File: src/rtl/quad_cmd_pkg.sv
// Shared types and constants for the remote-command sequencer.
package quad_cmd_pkg;

    // Remote command opcodes understood by the sequencer.
    typedef enum logic [7:0] {
        CMD_SET_PTCH  = 8'h02,
        CMD_SET_ROLL  = 8'h03,
        CMD_SET_YAW   = 8'h04,
        CMD_SET_THRST = 8'h05,
        CMD_CALIBRATE = 8'h06,
        CMD_EMER_LAND = 8'h07,
        CMD_MTRS_OFF  = 8'h08
    } cmd_t;

    // Response bytes returned to the UART wrapper.
    localparam logic [7:0] ACK = 8'hA5;
    localparam logic [7:0] NAK = 8'hEE;

    // Sequencer FSM states.
    typedef enum logic [2:0] {
        S_IDLE,
        S_EXEC,
        S_SPINUP,
        S_CAL,
        S_ACK,
        S_TXWAIT
    } seq_state_t;

    // One buffered command as stored in the FIFO.
    typedef struct packed {
        logic [7:0]  cmd;
        logic [15:0] data;
    } cmd_entry_t;

endpackage

File: src/rtl/cmd_fifo.sv
// Small synchronous FIFO for buffered commands. Pointers carry an extra
// wrap bit so full and empty are distinguished without a separate counter.
module cmd_fifo #(
    parameter int DEPTH = 4,
    parameter int W     = 24
) (
    input  logic         clk,
    input  logic         rst,
    input  logic         push,
    input  logic         pop,
    input  logic [W-1:0] din,
    output logic [W-1:0] dout,
    output logic         full,
    output logic         empty
);
    localparam int AW = $clog2(DEPTH);

    logic [AW:0]  r_wr_ptr;
    logic [AW:0]  r_rd_ptr;
    logic [W-1:0] r_mem [DEPTH];
    logic         w_do_push;
    logic         w_do_pop;

    assign full      = (r_wr_ptr[AW] != r_rd_ptr[AW]) &&
                       (r_wr_ptr[AW-1:0] == r_rd_ptr[AW-1:0]);
    assign empty     = (r_wr_ptr == r_rd_ptr);
    assign w_do_push = push && !full;
    assign w_do_pop  = pop && !empty;
    assign dout      = r_mem[r_rd_ptr[AW-1:0]];

    // Advance read/write pointers; reset empties the FIFO.
    always_ff @(posedge clk) begin
        // NOTE: state is updated with <= so every register samples pre-edge values.
        if (rst) begin
            r_wr_ptr <= '0;
            r_rd_ptr <= '0;
        end else begin
            if (w_do_push) r_wr_ptr <= r_wr_ptr + 1'b1;
            if (w_do_pop)  r_rd_ptr <= r_rd_ptr + 1'b1;
        end
    end

    // Write the storage array on push.
    always_ff @(posedge clk) begin
        // NOTE: storage is not reset; the pointers alone define which entries are valid.
        if (w_do_push) r_mem[r_wr_ptr[AW-1:0]] <= din;
    end

endmodule

File: src/rtl/cmd_sequencer.sv
// Remote command sequencer: buffers commands, executes them in order,
// owns the flight setpoints, sequences calibration and returns one
// response byte per command. A link watchdog forces a landing when the
// command link goes quiet with the motors running.
module cmd_sequencer
    import quad_cmd_pkg::*;
#(
    parameter int DEPTH  = 4,
    parameter int SPIN_W = 9,
    parameter int TMO_W  = 12
) (
    input  logic        clk,
    input  logic        rst,
    input  logic        cmd_rdy,
    input  logic [7:0]  cmd,
    input  logic [15:0] data,
    output logic        clr_cmd_rdy,
    output logic [7:0]  resp,
    output logic        send_resp,
    input  logic        resp_sent,
    output logic [15:0] d_ptch,
    output logic [15:0] d_roll,
    output logic [15:0] d_yaw,
    output logic [8:0]  thrst,
    output logic        inertial_cal,
    output logic        strt_cal,
    input  logic        cal_done,
    output logic        motors_off,
    output logic        fifo_full
);
    localparam logic [SPIN_W-1:0] SPIN_MAX = {SPIN_W{1'b1}};
    localparam logic [TMO_W-1:0]  WDOG_TOP = {TMO_W{1'b1}};

    seq_state_t        r_state;
    seq_state_t        w_next_state;
    cmd_entry_t        r_hold;
    cmd_entry_t        w_fifo_dout;
    logic              w_fifo_full;
    logic              w_fifo_empty;
    logic              w_push;
    logic              w_pop;

    logic [SPIN_W-1:0] r_spin_cnt;
    logic [TMO_W-1:0]  r_wdog;
    logic              w_wdog_fire;

    logic [15:0]       r_ptch;
    logic [15:0]       r_roll;
    logic [15:0]       r_yaw;
    logic [8:0]        r_thrst;
    logic              r_motors_off;
    logic [7:0]        r_resp;

    logic              w_ld_ptch;
    logic              w_ld_roll;
    logic              w_ld_yaw;
    logic              w_ld_thrst;
    logic              w_land;
    logic              w_mtr_on;
    logic              w_mtr_off;
    logic              w_spin_clr;
    logic              w_resp_ld;
    logic [7:0]        w_resp_val;
    logic              w_send_resp;
    logic              w_strt_cal;

    // Accept a command whenever there is room; the wrapper holds it otherwise.
    assign w_push = cmd_rdy && !w_fifo_full && !rst;

    cmd_fifo #(
        .DEPTH (DEPTH),
        .W     ($bits(cmd_entry_t))
    ) u_fifo (
        .clk   (clk),
        .rst   (rst),
        .push  (w_push),
        .pop   (w_pop),
        .din   ({cmd, data}),
        .dout  (w_fifo_dout),
        .full  (w_fifo_full),
        .empty (w_fifo_empty)
    );

    // Forced landing: watchdog at its top value, motors running, link still silent.
    assign w_wdog_fire = (r_wdog == WDOG_TOP) && !r_motors_off && !cmd_rdy;

    // FSM state register.
    always_ff @(posedge clk) begin
        if (rst) r_state <= S_IDLE;
        else     r_state <= w_next_state;
    end

    // Next-state decode and per-state control strobes.
    always_comb begin
        // NOTE: every output of this block gets a default first so no latch is inferred.
        w_next_state = r_state;
        w_pop        = 1'b0;
        w_ld_ptch    = 1'b0;
        w_ld_roll    = 1'b0;
        w_ld_yaw     = 1'b0;
        w_ld_thrst   = 1'b0;
        w_land       = 1'b0;
        w_mtr_on     = 1'b0;
        w_mtr_off    = 1'b0;
        w_spin_clr   = 1'b0;
        w_resp_ld    = 1'b0;
        w_resp_val   = ACK;
        w_send_resp  = 1'b0;
        w_strt_cal   = 1'b0;

        case (r_state)
            S_IDLE: begin
                if (!w_fifo_empty) begin
                    w_pop        = 1'b1;
                    w_next_state = S_EXEC;
                end
            end
            S_EXEC: begin
                w_resp_ld    = 1'b1;
                w_next_state = S_ACK;
                case (r_hold.cmd)
                    CMD_SET_PTCH:  w_ld_ptch  = 1'b1;
                    CMD_SET_ROLL:  w_ld_roll  = 1'b1;
                    CMD_SET_YAW:   w_ld_yaw   = 1'b1;
                    CMD_SET_THRST: w_ld_thrst = 1'b1;
                    CMD_EMER_LAND: w_land     = 1'b1;
                    CMD_MTRS_OFF:  w_mtr_off  = 1'b1;
                    CMD_CALIBRATE: begin
                        // The response for a calibration is deferred until cal_done.
                        w_resp_ld    = 1'b0;
                        w_mtr_on     = 1'b1;
                        w_spin_clr   = 1'b1;
                        w_next_state = S_SPINUP;
                    end
                    default:       w_resp_val = NAK;
                endcase
            end
            S_SPINUP: begin
                if (r_spin_cnt == SPIN_MAX) begin
                    w_strt_cal   = 1'b1;
                    w_next_state = S_CAL;
                end
            end
            S_CAL: begin
                if (cal_done) begin
                    w_resp_ld    = 1'b1;
                    w_next_state = S_ACK;
                end
            end
            S_ACK: begin
                w_send_resp  = 1'b1;
                w_next_state = S_TXWAIT;
            end
            S_TXWAIT: begin
                if (resp_sent) w_next_state = S_IDLE;
            end
            default: w_next_state = S_IDLE;
        endcase
    end

    // Capture the FIFO head as the command under execution.
    always_ff @(posedge clk) begin
        if (w_pop) r_hold <= w_fifo_dout;
    end

    // Motor spin-up timer; runs only while in SPINUP.
    always_ff @(posedge clk) begin
        if (rst || w_spin_clr)       r_spin_cnt <= '0;
        else if (r_state == S_SPINUP) r_spin_cnt <= r_spin_cnt + 1'b1;
    end

    // Link watchdog: cleared by cmd_rdy, re-armed after a forced land, saturates otherwise.
    always_ff @(posedge clk) begin
        if (rst || cmd_rdy || w_wdog_fire) r_wdog <= '0;
        else if (r_wdog != WDOG_TOP)       r_wdog <= r_wdog + 1'b1;
    end

    // Setpoint registers; a forced or commanded landing overrides any load in the same clk.
    always_ff @(posedge clk) begin
        if (rst) begin
            r_ptch  <= '0;
            r_roll  <= '0;
            r_yaw   <= '0;
            r_thrst <= '0;
        end else begin
            if (w_ld_ptch)  r_ptch  <= r_hold.data;
            if (w_ld_roll)  r_roll  <= r_hold.data;
            if (w_ld_yaw)   r_yaw   <= r_hold.data;
            if (w_ld_thrst) r_thrst <= r_hold.data[8:0];
            if (w_land || w_wdog_fire) begin
                r_ptch  <= '0;
                r_roll  <= '0;
                r_yaw   <= '0;
                r_thrst <= '0;
            end
        end
    end

    // Motor enable: calibration turns motors on, MTRS_OFF turns them off.
    always_ff @(posedge clk) begin
        if (rst)            r_motors_off <= 1'b1;
        else if (w_mtr_on)  r_motors_off <= 1'b0;
        else if (w_mtr_off) r_motors_off <= 1'b1;
    end

    // Response byte, held stable through the transmit.
    always_ff @(posedge clk) begin
        if (rst)            r_resp <= '0;
        else if (w_resp_ld) r_resp <= w_resp_val;
    end

    assign clr_cmd_rdy  = w_push;
    assign fifo_full    = w_fifo_full;
    assign send_resp    = w_send_resp && !rst;
    assign strt_cal     = w_strt_cal && !rst;
    assign inertial_cal = (r_state == S_SPINUP) || (r_state == S_CAL);
    assign resp         = r_resp;
    assign d_ptch       = r_ptch;
    assign d_roll       = r_roll;
    assign d_yaw        = r_yaw;
    assign thrst        = r_thrst;
    assign motors_off   = r_motors_off;

endmodule
File: config.mk
export PLATFORM = sky130hd
export DESIGN_NAME = cmd_sequencer
export DESIGN_NICKNAME = d
export VERILOG_FILES = /design/src/rtl/quad_cmd_pkg.sv /design/src/rtl/cmd_fifo.sv /design/src/rtl/cmd_sequencer.sv
export SDC_FILE = /design/constraint.sdc
export NUM_CORES = 1
export LEC_CHECK = 0
export BUFFER_PORTS_ARGS = -buffer_cell sky130_fd_sc_hd__buf_2
export CAP_MARGIN = 10
export CORE_MARGIN = 3
export CORE_UTILIZATION = 30
export DETAILED_ROUTE_END_ITERATION = 16
export PLACE_DENSITY = 0.47
export SLEW_MARGIN = 20
export SYNTH_ARGS = -nofsm -noshare
export SYNTH_HDL_FRONTEND = slang
export SYNTH_HIERARCHICAL = 1
export SYNTH_SLANG_ARGS = --single-unit
File: constraint.sdc
create_clock -name clk -period 6.08 [get_ports clk]
set_clock_uncertainty 0.15 [all_clocks]
set_input_delay 1.216 -clock clk [delete_from_list [all_inputs] [get_ports clk]]
set_output_delay 1.216 -clock clk [all_outputs]
set_load 0.05 [all_outputs]
==> flow_results.org <==
** Floorplanning
- I/O pin cnt :: 100
- Measured along the x axis, the die boundary spans 172 um.
- In this run the vertical extent of the chip is 172 um.
- Placement row count :: 60
- Initial core utilization :: 30.7%
- Area of the core :: 27100 sq um
- The floorplan step defined a die boundary enclosing 29700 sq um.

** Clock network
- Clock tree synthesis found a total of 213 sinks.
- The later pin in the worst-skew pair is clocked with a latency of 0.50 ns.
- Clock tree root buffer cell :: clkbuf_16
- The clock passes through at most 3 buffers.
- The number of clock buffers added by TritonCTS is 23.
- Cts hold-fix bufs :: 0
- Buffers added to address setup during post-CTS repair amount to 0.
- TritonCTS built the clock tree.
- CTS clock-pin slew for the worst setup and hold paths :: 0.06 ns
- CTS built an H-tree with a depth of 1.
- Post-cts repair resize count :: 0

** Timing
- In this run the tightest slew margin relative to its limit is 36.7%.
- Fmax achieved :: 254 MHz
- Final critical-path share of the clock period :: 64.9%
- Setup violations remaining at the end of the flow were counted as 0.
- Hold violation count in the final report :: 0
- Unrepaired setup endpoints after global routing :: no
- After layout, the worst setup slack is 2.14 ns.
- Setup total negative slack on the finished layout was measured at 0 ns.
- Time the final worst path needs with I/O delays and setup :: 3.94 ns
- Worst Hold Slack :: 0.337 ns
- Final number of max-transition violations :: 0
- For the pin with the worst max-slew slack, the measured transition is 0.950 ns.

** Critical path
- STA classifies the critical path startpoint as a register.
- The startpoint identified for the worst register-to-register timing path is u_fifo/r_wr_ptr[1].
- In this run the register-to-register setup slack is 3.00 ns.
- In this design, the stage delay of the slowest critical-path cell is 0.59 ns.
- Reg2reg end :: u_fifo/r_mem[0][18]
- STA classifies the critical path endpoint as an output pin.
- For the worst setup path, the data required time is 4.71 ns.
- Worst endpoint data arrival time :: 2.58 ns
- The critical path goes through xnor2_1, nand2_1, nor2_1, nor3_1, buf_2.
- The largest individual stage delay along the critical path comes from the cell nor3_1.
- Largest fanout on the critical path :: 9
- By startpoint and endpoint, the worst setup path is classified as register to output pin.
- Register-to-Register Path Depth :: 8

** Global routing
- Met3 Use GR :: 2.35%
- In the global route stage, met1 resource usage came out at 15.5%.
- Global routing used 12.2% of the available tracks across all layers.
- The via count of the first global-routing pass is 4990.
- Global-route wire length before repair :: 28200 um
- Most crowded layer after global routing :: met2
- The number of antenna violations at the first check in global routing came to 1.
- Maximum number of pins on one net before global-route repair :: 58
- Global routing consumed, on the met2 layer, 21.4% of the routing resources.
- Summed over all layers, the global routing overflow is 0.

** Cells and area
- Counting the fill cells in the layout gives 2586.
- Ant. Diodes :: 0
- Synthesis-to-layout area growth :: 18.4%
- Total area of multi-input combinational cells :: 2590 sq um
- Reg area :: 5470 sq um
- The finished layout holds 1063 standard cells, fillers aside.
- Number of nets in the layout :: 711
- Share of cells above drive strength 1 :: 25.6%

** Synthesis
- Summing the sequential cell areas from Yosys gives 65.8% of the chip area.
- Post-synth cell types :: 54
- Mux contribution to synthesized area :: 13.7%
- After Yosys synthesis, full adders, half adders and majority gates account for 1.21% of the synthesized area.
- Summing the areas of all compound-gate instances in the mapped netlist gives 4.08% of the synthesized area.
- Parity-gate share of the synthesized area counting xor and xnor cells :: 2.21%
- The mapped netlist covers 8310 sq um.
- Number of nets in the synthesized netlist :: 614
- Top flip-flop cell by instance count after synthesis :: edfxtp_1
- After synthesis the netlist holds a flip-flop and latch count of 213.
- Number of cells produced by synthesis :: 577
- Main combinational cell family by area after synthesis :: multiplexers
- Fraction of the mapped netlist area in simple logic gates :: 9.72%
- Counting flops with a built-in enable in the synthesized netlist gives 120.
- For this run, asynchronously set or reset flops after synthesis account for 0%.
- Average cell area after synthesis :: 14.4 sq um
- For this run, the number of Yosys warnings is 6.

** Min path
- Hold Crit Endpoint :: d_ptch[14]
- The startpoint identified for the worst hold timing path is d_ptch[14].
- Cell count of the worst hold path :: 2
- The min-delay analysis places its worst path in the category register to register.

** Route
- Number of nets with antenna violations after routing :: 0
- DRC violations left :: 0
- Average via count per standard cell :: 4.62
- Number of optimization iterations in the first detailed-route pass :: 6
- Drt wl/cell :: 17.5 um
- The detailed router placed 4913 vias in this run.
- Summed over all layers, the routed wires come to 18600 um.
- DRC marker count from the first detailed-route iteration :: 228

** Flow run
- Number of max-cap violations :: 0

** Placed design
- Post-placement setup slack :: 2.25 ns
- Half-perimeter wire length of the detailed placement result :: 12300 um
- Cell count after placement :: 1021
- The congestion estimate from routability-driven global placement came to 0.781.
- Port bufs :: 98

** Pwr
- After layout, the design draws a total of 3500 uW.
- Dividing total power by cell area gives a power density of 356 nW/um^2.
- The analysis attributes to cell leakage a power of 0.00369 uW.
- IR analysis of the VDD net gives a maximum drop of 164 uV.

** Run status
- Status :: finished, final reports clean
-- synthesized netlist by cell type (3+ instances only) --
cell	number	area, sq um
o211ai_1	7	52.6
dfxtp_1	93	1860
xor2_1	14	123
ha_1	8	100
nor3b_1	8	60.1
inv_1	9	33.8
buf_1	5	18.8
nand2_1	12	45.0
or3_1	3	18.8
o21ai_0	8	40.0
a31oi_1	5	31.3
mux4_2	24	541
xnor2_1	7	61.3
nand3_1	9	45.0
buf_2	6	30.0
buf_4	7	52.6
and4_1	3	26.3
nor2_1	83	312
clkbuf_1	9	33.8
nor4_1	3	18.8
nand4_1	7	43.8
and3_1	5	31.3
edfxtp_1	120	3600
a21oi_1	9	45.0
buf_6	5	56.3
a211oi_1	3	22.5
and2_1	4	25.0
nor2b_1	5	31.3
o31ai_1	3	22.5
mux2i_1	60	601
-- logic make-up after synthesis --
kind of cell / count (synthesis)
muxes: 84
DFF: 213
other: 1
and+or+nand+nor: 157
xor gates and xnor gates: 21
buffers and inverters: 44
AOI/OAI and AO/OA: 49
adders and majority gates: 8
-- report_power, final --
| group | switching, uW | internal (uW) | leakage, uW |
|---|---|---|---|
| logic | 248 | 136 | 0.00150 |
| registers | 131 | 1660 | 0.00185 |
| clock network | 545 | 782 | 0.000348 |
| total | 924 | 2580 | 0.00369 |
-- critical path: cells and delay by family, from the launching register on --
| kind | cells | cell delay [ns] |
|---|---|---|
| flops | 1 | 0.51 |
| simple gates | 3 | 0.91 |
| xor+xnor | 1 | 0.26 |
| buf+inv | 1 | 0.39 |
-- cell type report --
| class | count | share of cell area, % |
|---|---|---|
| Sequential cell | 213 | 55.6 |
| Multi-Input combinational cell | 320 | 26.4 |
| Clock buffer | 28 | 6.04 |
| Timing Repair Buffer | 107 | 5.67 |
| Tap cell | 372 | 4.73 |
| Clock inverter | 14 | 1.27 |
| Inverter | 9 | 0.343 |
-- state kept, by name, indices dropped and copies added, names as in the netlist, named ones only --
name	count
d_yaw	16
r_wdog	12
resp	3
u_fifo/r_rd_ptr	3
r_state	3
r_hold	24
d_roll	16
r_spin_cnt	9
u_fifo/r_mem	96
u_fifo/r_wr_ptr	3
thrst	9
motors_off	1
d_ptch	16
-- cells in the final DEF (no fill, tap or decap), drive strengths merged, types with 9 or more instances in the layout --
cell	synthesis	final
edfxtp	120	120
buf	24	107
dfxtp	93	93
nor2	83	83
mux2i	60	60
clkbuf	11	28
mux4	24	24
xor2	14	14
nand2	12	12
inv	9	10
nand3	9	9
a21oi	9	9
clkinv	0	9
-- metal layers --
metal  part of all wire [%]  up-vias  routed length (um)
li1                       -     2338                   -
met1                     43     2446                8030
met2                     50      107                9330
met3                    4.9       22                 914
met4                    1.5        0                 275
met5                      0        -                   0
-- stage by stage --
stage               util (%)  cell area, sq um
global placement        33.6              9110
finish                  36.3              9840
global route            36.3              9840
detailed placement      33.6              9110
floorplan                  -              8310
CTS                     36.3              9830
-- how the worst max path moves through the flow --
stage,startpoint,to,cells past startpoint,slack (ns)
3_3_place_gp,rst,clr_cmd_rdy,3,2.26
5_1_grt,u_fifo/r_wr_ptr[1],clr_cmd_rdy,5,2.03
6_report,u_fifo/r_wr_ptr[1],clr_cmd_rdy,5,2.14
3_5_place_dp,rst,clr_cmd_rdy,3,2.25
2_1_floorplan,rst,u_fifo/r_mem[3][0],4,1.13
4_1_cts,r_state[1],strt_cal,3,2.06
Power figures use the tool's default switching activity.
